<file path="src/rtl/rf_access_ctrl.sv">
`default_nettype none
// ============================================================================
// Module   : rf_access_ctrl
// Purpose  : Register-file access controller. It keeps a 32-entry scoreboard
//            of pending writes and stalls issue on RAW/WAW hazards. It drives
//            registered read selects for both RF read ports. A round-robin
//            arbiter shares the single RF write port between the ALU (wb0)
//            and MEM (wb1) writeback sources.
// Ports    : clk, rst_n              clock, async active-low reset
//            iss_*                   issue handshake and operand/dest regs
//            rd_valid, rd_sel_a/b    registered read selects (one cycle)
//            wb0_*, wb1_*            writeback handshakes (ALU, MEM)
//            rf_we/waddr/wdata       registered RF write port
//            busy_vec, idle, err     scoreboard, empty flag, sticky error
// Revision : 1.0 - initial release
// ============================================================================
module rf_access_ctrl #(
  parameter int DW = 32
) (
  input  logic          clk,
  input  logic          rst_n,
  input  logic          iss_valid,
  output logic          iss_ready,
  input  logic [4:0]    iss_rs,
  input  logic [4:0]    iss_rt,
  input  logic [4:0]    iss_rd,
  input  logic          iss_we,
  output logic          rd_valid,
  output logic [4:0]    rd_sel_a,
  output logic [4:0]    rd_sel_b,
  input  logic          wb0_valid,
  output logic          wb0_ready,
  input  logic [4:0]    wb0_rd,
  input  logic [DW-1:0] wb0_data,
  input  logic          wb1_valid,
  output logic          wb1_ready,
  input  logic [4:0]    wb1_rd,
  input  logic [DW-1:0] wb1_data,
  output logic          rf_we,
  output logic [4:0]    rf_waddr,
  output logic [DW-1:0] rf_wdata,
  output logic [31:0]   busy_vec,
  output logic          idle,
  output logic          err
);

  logic [31:0]   busy_q, busy_d;
  logic          rd_valid_q, rd_valid_d;
  logic [4:0]    rd_sel_a_q, rd_sel_a_d;
  logic [4:0]    rd_sel_b_q, rd_sel_b_d;
  logic          ptr_q, ptr_d;
  logic          rf_we_q, rf_we_d;
  logic [4:0]    rf_waddr_q, rf_waddr_d;
  logic [DW-1:0] rf_wdata_q, rf_wdata_d;
  logic          err_q, err_d;

  logic          hazard;
  logic          accept;
  logic          grant0, grant1, grant_any;
  logic [4:0]    g_rd;
  logic [DW-1:0] g_data;

  always_comb begin
    hazard = ((iss_rs != 5'd0) && busy_q[iss_rs]) ||
             ((iss_rt != 5'd0) && busy_q[iss_rt]) ||
             (iss_we && (iss_rd != 5'd0) && busy_q[iss_rd]);
    accept = iss_valid && !hazard;

    // A lone requester always wins; on contention the pointer decides.
    grant0    = wb0_valid && (!wb1_valid || !ptr_q);
    grant1    = wb1_valid && (!wb0_valid ||  ptr_q);
    grant_any = grant0 || grant1;
    g_rd      = grant1 ? wb1_rd   : wb0_rd;
    g_data    = grant1 ? wb1_data : wb0_data;

    rd_valid_d = accept;
    rd_sel_a_d = accept ? iss_rs : rd_sel_a_q;
    rd_sel_b_d = accept ? iss_rt : rd_sel_b_q;

    busy_d = busy_q;
    if (accept && iss_we && (iss_rd != 5'd0)) begin
      busy_d[iss_rd] = 1'b1;
    end
    // Clear is applied after set so it wins if both hit the same register.
    if (grant_any && (g_rd != 5'd0)) begin
      busy_d[g_rd] = 1'b0;
    end
    busy_d[0] = 1'b0;

    err_d = err_q || (grant_any && (g_rd != 5'd0) && !busy_q[g_rd]);

    ptr_d = ptr_q;
    if (grant0) begin
      ptr_d = 1'b1;
    end else if (grant1) begin
      ptr_d = 1'b0;
    end

    // Writes to r0 are accepted but never strobe the RF.
    rf_we_d    = grant_any && (g_rd != 5'd0);
    rf_waddr_d = grant_any ? g_rd   : rf_waddr_q;
    rf_wdata_d = grant_any ? g_data : rf_wdata_q;
  end

  always_ff @(posedge clk or negedge rst_n) begin
    if (!rst_n) begin
      busy_q     <= '0;
      rd_valid_q <= 1'b0;
      rd_sel_a_q <= '0;
      rd_sel_b_q <= '0;
      ptr_q      <= 1'b0;
      rf_we_q    <= 1'b0;
      rf_waddr_q <= '0;
      rf_wdata_q <= '0;
      err_q      <= 1'b0;
    end else begin
      busy_q     <= busy_d;
      rd_valid_q <= rd_valid_d;
      rd_sel_a_q <= rd_sel_a_d;
      rd_sel_b_q <= rd_sel_b_d;
      ptr_q      <= ptr_d;
      rf_we_q    <= rf_we_d;
      rf_waddr_q <= rf_waddr_d;
      rf_wdata_q <= rf_wdata_d;
      err_q      <= err_d;
    end
  end

  assign iss_ready = !hazard;
  assign wb0_ready = grant0;
  assign wb1_ready = grant1;
  assign rd_valid  = rd_valid_q;
  assign rd_sel_a  = rd_sel_a_q;
  assign rd_sel_b  = rd_sel_b_q;
  assign rf_we     = rf_we_q;
  assign rf_waddr  = rf_waddr_q;
  assign rf_wdata  = rf_wdata_q;
  assign busy_vec  = busy_q;
  assign idle      = (busy_q == 32'd0);
  assign err       = err_q;

endmodule
`default_nettype wire

</file>
<file path="config.mk">
export PLATFORM = sky130hd
export DESIGN_NAME = rf_access_ctrl
export DESIGN_NICKNAME = d
export VERILOG_FILES = /design/src/rtl/rf_access_ctrl.sv
export SDC_FILE = /design/constraint.sdc
export NUM_CORES = 1
export LEC_CHECK = 0
export CAP_MARGIN = 15
export CORE_MARGIN = 1
export CORE_UTILIZATION = 49
export DETAILED_ROUTE_END_ITERATION = 8
export PLACE_DENSITY = 0.88
export RECOVER_POWER = 100
export REMOVE_ABC_BUFFERS = 1
export SLEW_MARGIN = 15
export SYNTH_ARGS = -nofsm -noshare
export SYNTH_HDL_FRONTEND = slang
export SYNTH_SLANG_ARGS = --single-unit
export TNS_END_PERCENT = 5
</file>
<file path="constraint.sdc">
create_clock -name clk -period 9.4 [get_ports clk]
set_input_delay 2.82 -clock clk [delete_from_list [all_inputs] [get_ports clk]]
set_output_delay 2.82 -clock clk [all_outputs]
set_load 0.02 [all_outputs]
</file>
==> metrics.md, run 1 <==
| Metric | Value |
|---|---|
| Cell Area, Placed | 0.00688 mm^2 |
| Number of warnings printed during yosys synthesis | 0 |
| Synth cell types | 50 |
| Via count of the first global-routing pass | 5,048 |
| Sequential fraction of the synthesis area | roughly 40% |
| Cell area after layout | 0.00709 mm^2 |
| RePlAce Congestion | between 0.9 and 1 |
| Peak ir drop on the vdd network | 0.0915 mV |
| Maximum achievable frequency | 111 MHz |
| Antenna violations before repair | 0 |
| Slowest stage cell, crit path | sky130_fd_sc_hd__dlygate4sd3_1 |
| Final wirelength | 17,100 um |
| Post-CTS setup buffer count | 0 |
| Element type at the critical path start | input pin |
| Async set or reset register ratio after synthesis | 100% |
| Cell depth of the worst hold path | 1 |
| Boundary Pins | 181 |
| Overall die area | about 0.011 mm^2 |
| Run status | complete, but fails checks |
| Post-Synth Simple-Gate Area | 16.1% |
| Synthesized netlist cell count | a little under 500 |
| Count of port buffers added during placement | 179 |
| Post-synthesis compound-gate area fraction | 14.8% |
| Synthesized-area fraction occupied by adder cells | 0% |
| Critical path fanouts, max | 10 |
| Final-layout setup total negative slack | 0 ns |
| Main combinational cell family by area after synthesis | multiplexers |
| Detailed router's first-iteration violation count | 483 |
| Worst clock skew | approximately 0.015 ns |
| Maximum Capacitance Violations | 3 |
| Post-route fraction of the period consumed by the critical path | 96.1% |
| EDFF count, synth | 0 |
| Tightest Hold Check Type | flop to flop |
| Starting Density | 50.8% |
| Data arrival at the endpoint of the critical path | 6.21 ns |
| Data required, critical path | 6.58 ns |
| Hold worst-path end | rd_sel_b[1] |
| Final global-route overflow total | 0 |
| Failing checks | capacitance limit, slew limit |
| Slew HR | -192% |
| Worst reg2reg startpoint | ptr_q |
| Post-DRT Antenna Nets | 0 |
| # nets final | about 750 |
| Critical path cell sequence | dlygate4sd3_1 > mux4_2 > mux4_2 > or2_0 > a221oi_4 > a21boi_2 > clkdlybuf4s50_1 |
| Setup slack of the worst register-to-register path | 6.12 ns |
| Most common flop cell mapped by yosys | sky130_fd_sc_hd__dfrtp_1 |
| Height of the chip | 103 um |
| Overall power after layout | approximately 1.3 mW |
| Instance count after placement with tap cells included | 776 |
| Max Transition Viols Final | 155 |
| Die X-Extent | 103 um |
| Combined area of all synthesized cells | approximately 0.005 mm^2 |
| Synthesis-to-layout area growth | 41.4% |
| Crit path launch | iss_rs[0] |
| Per-cell routed wire length | ~22 um |
| Syn Area/Cell | 10.3 um^2 |
| Reg2reg path depth | 6 |
| DRC violations left | 0 |
| Time the worst path needs with I/O delays and setup | 9.03 ns |
| Number of search-and-repair iterations in the first detailed-routing pass | 6 |
| Final instance count without filler cells | 792 |
| CORE AREA | 0.00986 mm^2 |
| Hold-fix buffers, CTS | 0 |
| Final count of negative-setup-slack endpoints | 0 |
| First-pass GRT wire length | 27,100 um |
| Pin count of the biggest net entering global routing | 83 |
| Vias per cell | between 6 and 7 |
| Maximum level of the CTS H-tree | 3 |
| Num Clock Sinks | 82 |
| Clock insertion delay at the later pin of the skew report | 0.38 ns |
| Half-perimeter wire length of the detailed placement result | approximately 12,000 um |
| Delay contributed by the slowest stage of the critical path | 0.91 ns |
| Critical path class | input pin to output port |
| Clock tree from TritonCTS | done |
| Post-Place Worst Slack | approximately 0.43 ns |
| Clock tree buffer depth | 2 |
| Reg clk slew, reported paths | 0.09 ns |
| Clock root cell | sky130_fd_sc_hd__clkbuf_8 |
| Xor-xnor portion of the synthesized cell area | 0% |
| Start point of the worst hold path | rd_sel_b[1] |
| N_diodes | 0 |
| Transition time of the tightest slew-check pin | between 4 and 5 ns |
| Total track usage | between 30% and 40% |
| Crit path capture type | output port |
| Number of buffers created by CTS | 9 |
| CP most frequent cell | sky130_fd_sc_hd__mux4_2 |
| Core Rows | 36 |
| Final critical-path setup slack | 0.367 ns |
| Via count | around 5,000 |
| Hold Violations, Final | 0 |
| Power density over the cells | 178 mW/mm^2 |
| Worst flop-to-flop path endpoint | busy_vec[8] |
| Number of gates resized after cts | 0 |
| Leakage dissipation | 2.90 nW |
| Number of storage elements in the synthesis netlist | 82 |
| Mux share of post-synthesis cell area | 25.0% |
| Proportion of layout cells with a drive suffix above 1 | a little over an eighth |
| Unrepaired setup endpoints after global routing | false |
layer usage:
metal / part of all wire (%) / GRT usage (%) / vias to the layer above
li1: - / - / 2161
met5: 0 / 0 / -
met2: 49 / 54.8 / 332
met3: 8.2 / 8.14 / 95
met1: 38 / 43.5 / 2402
met4: 5.2 / 17.8 / 0
state kept, by name, indices dropped and copies added (netlist names):
signal and flops:
busy_vec 31, err 1, ptr_q 1, rd_sel_a 5, rd_sel_b 5, rd_valid 1, rf_waddr 5, rf_wdata 32
rf_we 1
layout make-up:
class | count | area, um^2
Multi-Input combinational cell | 369 | 2810
Fill cell | 684 | 2770
Sequential cell | 82 | 2050
Timing Repair Buffer | 183 | 1810
Tap cell | 133 | 166
Clock buffer | 10 | 138
Clock inverter | 6 | 90.1
Inverter | 9 | 33.8
critical path, delay by kind of cell:
kind	cells	cell delay (ns)
simple gates	1	0.25
buf+inv	2	1.53
mux	2	1.05
compound gates	2	0.55
through the flow:
step	util [%]	hold WS [ns]
4_1_cts	72.0	0.498
3_3_place_gp	69.7	0.449
2_1_floorplan	-	0.464
5_1_grt	71.9	0.525
3_5_place_dp	69.7	0.475
6_report	71.9	0.497
kinds of logic (layout without fill, tap and decap cells):
| logic type | Yosys count | in the layout |
|---|---|---|
| compound gates | 98 | 98 |
| buf+inv | 38 | 208 |
| flops | 82 | 82 |
| mux | 88 | 88 |
| other cells | 1 | 1 |
| simple gates | 182 | 182 |
how the worst max path moves through the flow:
stage / end / slack, ns / depth (start not counted)
2_1_floorplan: iss_ready / 1.99 / 5
3_3_place_gp: iss_ready / 0.51 / 7
3_5_place_dp: iss_ready / 0.43 / 7
4_1_cts: iss_ready / 0.43 / 7
5_1_grt: iss_ready / 0.19 / 7
6_report: iss_ready / 0.37 / 7
where the power goes:
group          switching, mW  internal (mW)  total, mW
Combinational          0.240          0.236      0.476
Clock                  0.141          0.157      0.299
Sequential            0.0756          0.413      0.488
placed cells by master (no fill, tap or decap), types with 3 or more instances in the layout:
master                            count
sky130_fd_sc_hd__mux2_2              38
sky130_fd_sc_hd__dlygate4sd3_1       86
sky130_fd_sc_hd__mux2i_1             15
sky130_fd_sc_hd__nand3_1              3
sky130_fd_sc_hd__o32a_1               3
sky130_fd_sc_hd__nor2_1             114
sky130_fd_sc_hd__mux4_2              25
sky130_fd_sc_hd__nand3b_1             3
sky130_fd_sc_hd__o22ai_1             33
sky130_fd_sc_hd__mux2_1              10
sky130_fd_sc_hd__nand2b_1             5
sky130_fd_sc_hd__a2bb2oi_1           27
sky130_fd_sc_hd__a21oi_1             11
sky130_fd_sc_hd__inv_1                9
sky130_fd_sc_hd__o21a_1               3
sky130_fd_sc_hd__clkbuf_8            10
sky130_fd_sc_hd__clkdlybuf4s50_1     92
sky130_fd_sc_hd__nor4_1               8
sky130_fd_sc_hd__nor3_1               8
sky130_fd_sc_hd__or3b_2               3
sky130_fd_sc_hd__nand4_1              3
sky130_fd_sc_hd__nor2b_1              5
sky130_fd_sc_hd__clkbuf_1             3
sky130_fd_sc_hd__dfrtp_1             82
sky130_fd_sc_hd__nand2_1             21
Yosys cell counts (all sizes together), types with 5 or more instances:
library cell	instances	area share, %
nor3	8	0.80
clkbuf	19	1.4
nor4	8	1.0
buf	10	1.0
o22ai	33	4.1
a2bb2oi	27	4.7
mux4	25	11
mux2	48	11
nand2b	5	0.62
inv	9	0.67
nand2	21	1.6
mux2i	15	3.0
nor2	114	8.5
a21oi	11	1.1
nor2b	5	0.62
dfrtp	82	41
Power figures use the tool's default switching activity.
==> run 2: changes to the inputs <==
Settings changed: CORE_MARGIN 1 to 10, CORE_UTILIZATION 49 to 25, PLACE_DENSITY 0.88 to default.
==> metrics.md, run 2 (synthesis gave the netlist of run 1 again) <==
| Metric | Value |
|---|---|
| Time the worst path needs with I/O delays and setup | 9.07 ns |
| Pin count of the biggest net entering global routing | 56 |
| Number of search-and-repair iterations in the first detailed-routing pass | 5 |
| Reg clk slew, reported paths | 0.06 ns |
| Final count of negative-setup-slack endpoints | 0 |
| Final critical-path setup slack | between 0.3 and 0.4 ns |
| Final global-route overflow total | 0 |
| Worst clock skew | 0.00803 ns |
| Transition time of the tightest slew-check pin | 3.15 ns |
| CORE AREA | ~0.020 mm^2 |
| Power density over the cells | 188 mW/mm^2 |
| Switching Share | 34.4% |
| Vias per cell | 5.15 |
| Clock tree buffer depth | 2 |
| Boundary Pins | 181 |
| Height of the chip | 162 um |
| Critical path fanouts, max | 10 |
| Delay contributed by the slowest stage of the critical path | 0.87 ns |
| Half-perimeter wire length of the detailed placement result | 14,700 um |
| Via count of the first global-routing pass | 4,913 |
| Clock share of power | 29.5% |
| Via count | 4,769 |
| Maximum achievable frequency | ~110 MHz |
| Critical path class | input pin to output port |
| Unrepaired setup endpoints after global routing | false |
| Post-CTS setup buffer count | 0 |
| Switching power summed over all nets | ~480 uW |
| DRC violations left | 0 |
| Starting Density | around a quarter |
| Critical path cell sequence | dlygate4sd3_1 > mux4_2 > mux4_2 > or2_0 > a221oi_4 > a21boi_2 > dlygate4sd3_1 |
| Clock tree from TritonCTS | done |
| Count of port buffers added during placement | between 150 and 200 |
| Clock root cell | sky130_fd_sc_hd__clkbuf_16 |
| Number of buffers created by CTS | 9 |
| Internal Pwr Total | 907 uW |
| Peak ir drop on the vdd network | 0.0678 mV |
| Tightest Hold Check Type | flop to flop |
| Core Rows | 51 |
| Maximum level of the CTS H-tree | 3 |
| Post-route fraction of the period consumed by the critical path | between 90% and 100% |
| Num Clock Sinks | 82 |
| Share of total power in sequential cells | between 30% and 40% |
| # nets final | 751 |
| Per-cell routed wire length | 22.0 um |
| Number of gates resized after cts | 0 |
| Hold-fix buffers, CTS | 0 |
| Final-layout setup total negative slack | 0 ns |
| Storage cell area | 0.00205 mm^2 |
| Element type at the critical path start | input pin |
| Post-Place Worst Slack | 0.460 ns |
| Leakage dissipation | 2.95 nW |
| First-pass GRT wire length | between 30,000 and 40,000 um |
| Data required, critical path | between 6 and 7 ns |
| Antenna violations before repair | 0 |
| Total of fill cells in the finished design | 1,983 |
| Failing checks | capacitance limit, slew limit |
| Slew HR | -110% |
| Total track usage | 15.3% |
| Most common library cell in the layout ignoring fill and taps | sky130_fd_sc_hd__nor2_1 |
| N_diodes | 0 |
| Slowest stage cell, crit path | sky130_fd_sc_hd__dlygate4sd3_1 |
| RePlAce Congestion | between 0.8 and 0.9 |
| Number of flip-flops under the largest register name | 32 |
| Post-DRT Antenna Nets | 0 |
| Die X-Extent | around 160 um |
| Hold Violations, Final | 0 |
| Max Transition Viols Final | 124 |
| Overall die area | about 0.026 mm^2 |
| Crit path capture type | output port |
| Maximum Capacitance Violations | 3 |
| Clock insertion delay at the later pin of the skew report | 0.35 ns |
| Data arrival at the endpoint of the critical path | around 6.3 ns |
| Detailed router's first-iteration violation count | 289 |
| Synthesis-to-layout area growth | 47.0% |
| Final wirelength | 20,300 um |
| Run status | complete, but fails checks |
| Proportion of layout cells with a drive suffix above 1 | 13.2% |
| Comb power frac | 34.3% |
| Combined area of the multi-input logic cells | 0.00281 mm^2 |
| Commonest non-fill, non-tap cells in the layout | sky130_fd_sc_hd__nor2_1, sky130_fd_sc_hd__clkdlybuf4s50_1, sky130_fd_sc_hd__dlygate4sd3_1 |
## run 2: path summary, 6_finish.rpt
check	slack (ns)	cells past startpoint	endpoint	startpoint
min reg2reg	0.49	1	rd_sel_b[4]	rd_sel_b[4]
min in group asynchronous	2.85	1	rf_wdata[24]	rst_n
min	0.49	1	rd_sel_b[4]	rd_sel_b[4]
max reg2reg	6.17	7	rd_sel_a[3]	busy_vec[19]
max	0.33	7	iss_ready	iss_rs[0]
max in group asynchronous	2.86	2	busy_vec[24]	rst_n
## run 2: through the flow
| stage | area (um^2) | hold WS [ns] | util, % | power [mW] | std cells |
|---|---|---|---|---|---|
| after floorplan | 4890 | 0.464 | - | 0.729 | 460 |
| after global placement | 7050 | 0.474 | 36.0 | 1.01 | 910 |
| after detailed placement | 7050 | 0.480 | 36.0 | 1.01 | 910 |
| after CTS | 7390 | 0.497 | 37.7 | 1.42 | 926 |
| after global routing | 7370 | 0.513 | 37.6 | 1.45 | 926 |
| final | 7370 | 0.487 | 37.6 | 1.38 | 926 |
## run 2: cell type report
class,instances,area share [%]
Multi-Input combinational cell,369,38.1
Tap cell,265,4.50
Timing Repair Buffer,185,24.6
Sequential cell,82,27.8
Clock inverter,6,1.43
Clock buffer,10,3.11
Inverter,9,0.458
## run 2: power groups by stage
stage / logic [mW] / clock network [mW] / registers [mW]
after floorplan: 0.185 / 0 / 0.544
after global placement: 0.501 / 0 / 0.505
after detailed placement: 0.503 / 0 / 0.507
after CTS: 0.505 / 0.418 / 0.500
after global routing: 0.509 / 0.432 / 0.509
final: 0.474 / 0.407 / 0.501
## run 2: layer usage
layer | up-vias | share of wire (%) | global-route usage, %
met2 | 185 | 50 | 25.9
met3 | 29 | 6.6 | 3.46
li1 | 2171 | - | -
met5 | - | 0 | 0
met1 | 2384 | 41 | 18.5
met4 | 0 | 2.0 | 5.79
## run 2: worst max-delay path, delay by kind of cell
family / cells / cell delay [ns]
simple gates: 1 / 0.25
compound gates: 2 / 0.59
mux: 2 / 1.03
buf+inv: 2 / 1.56
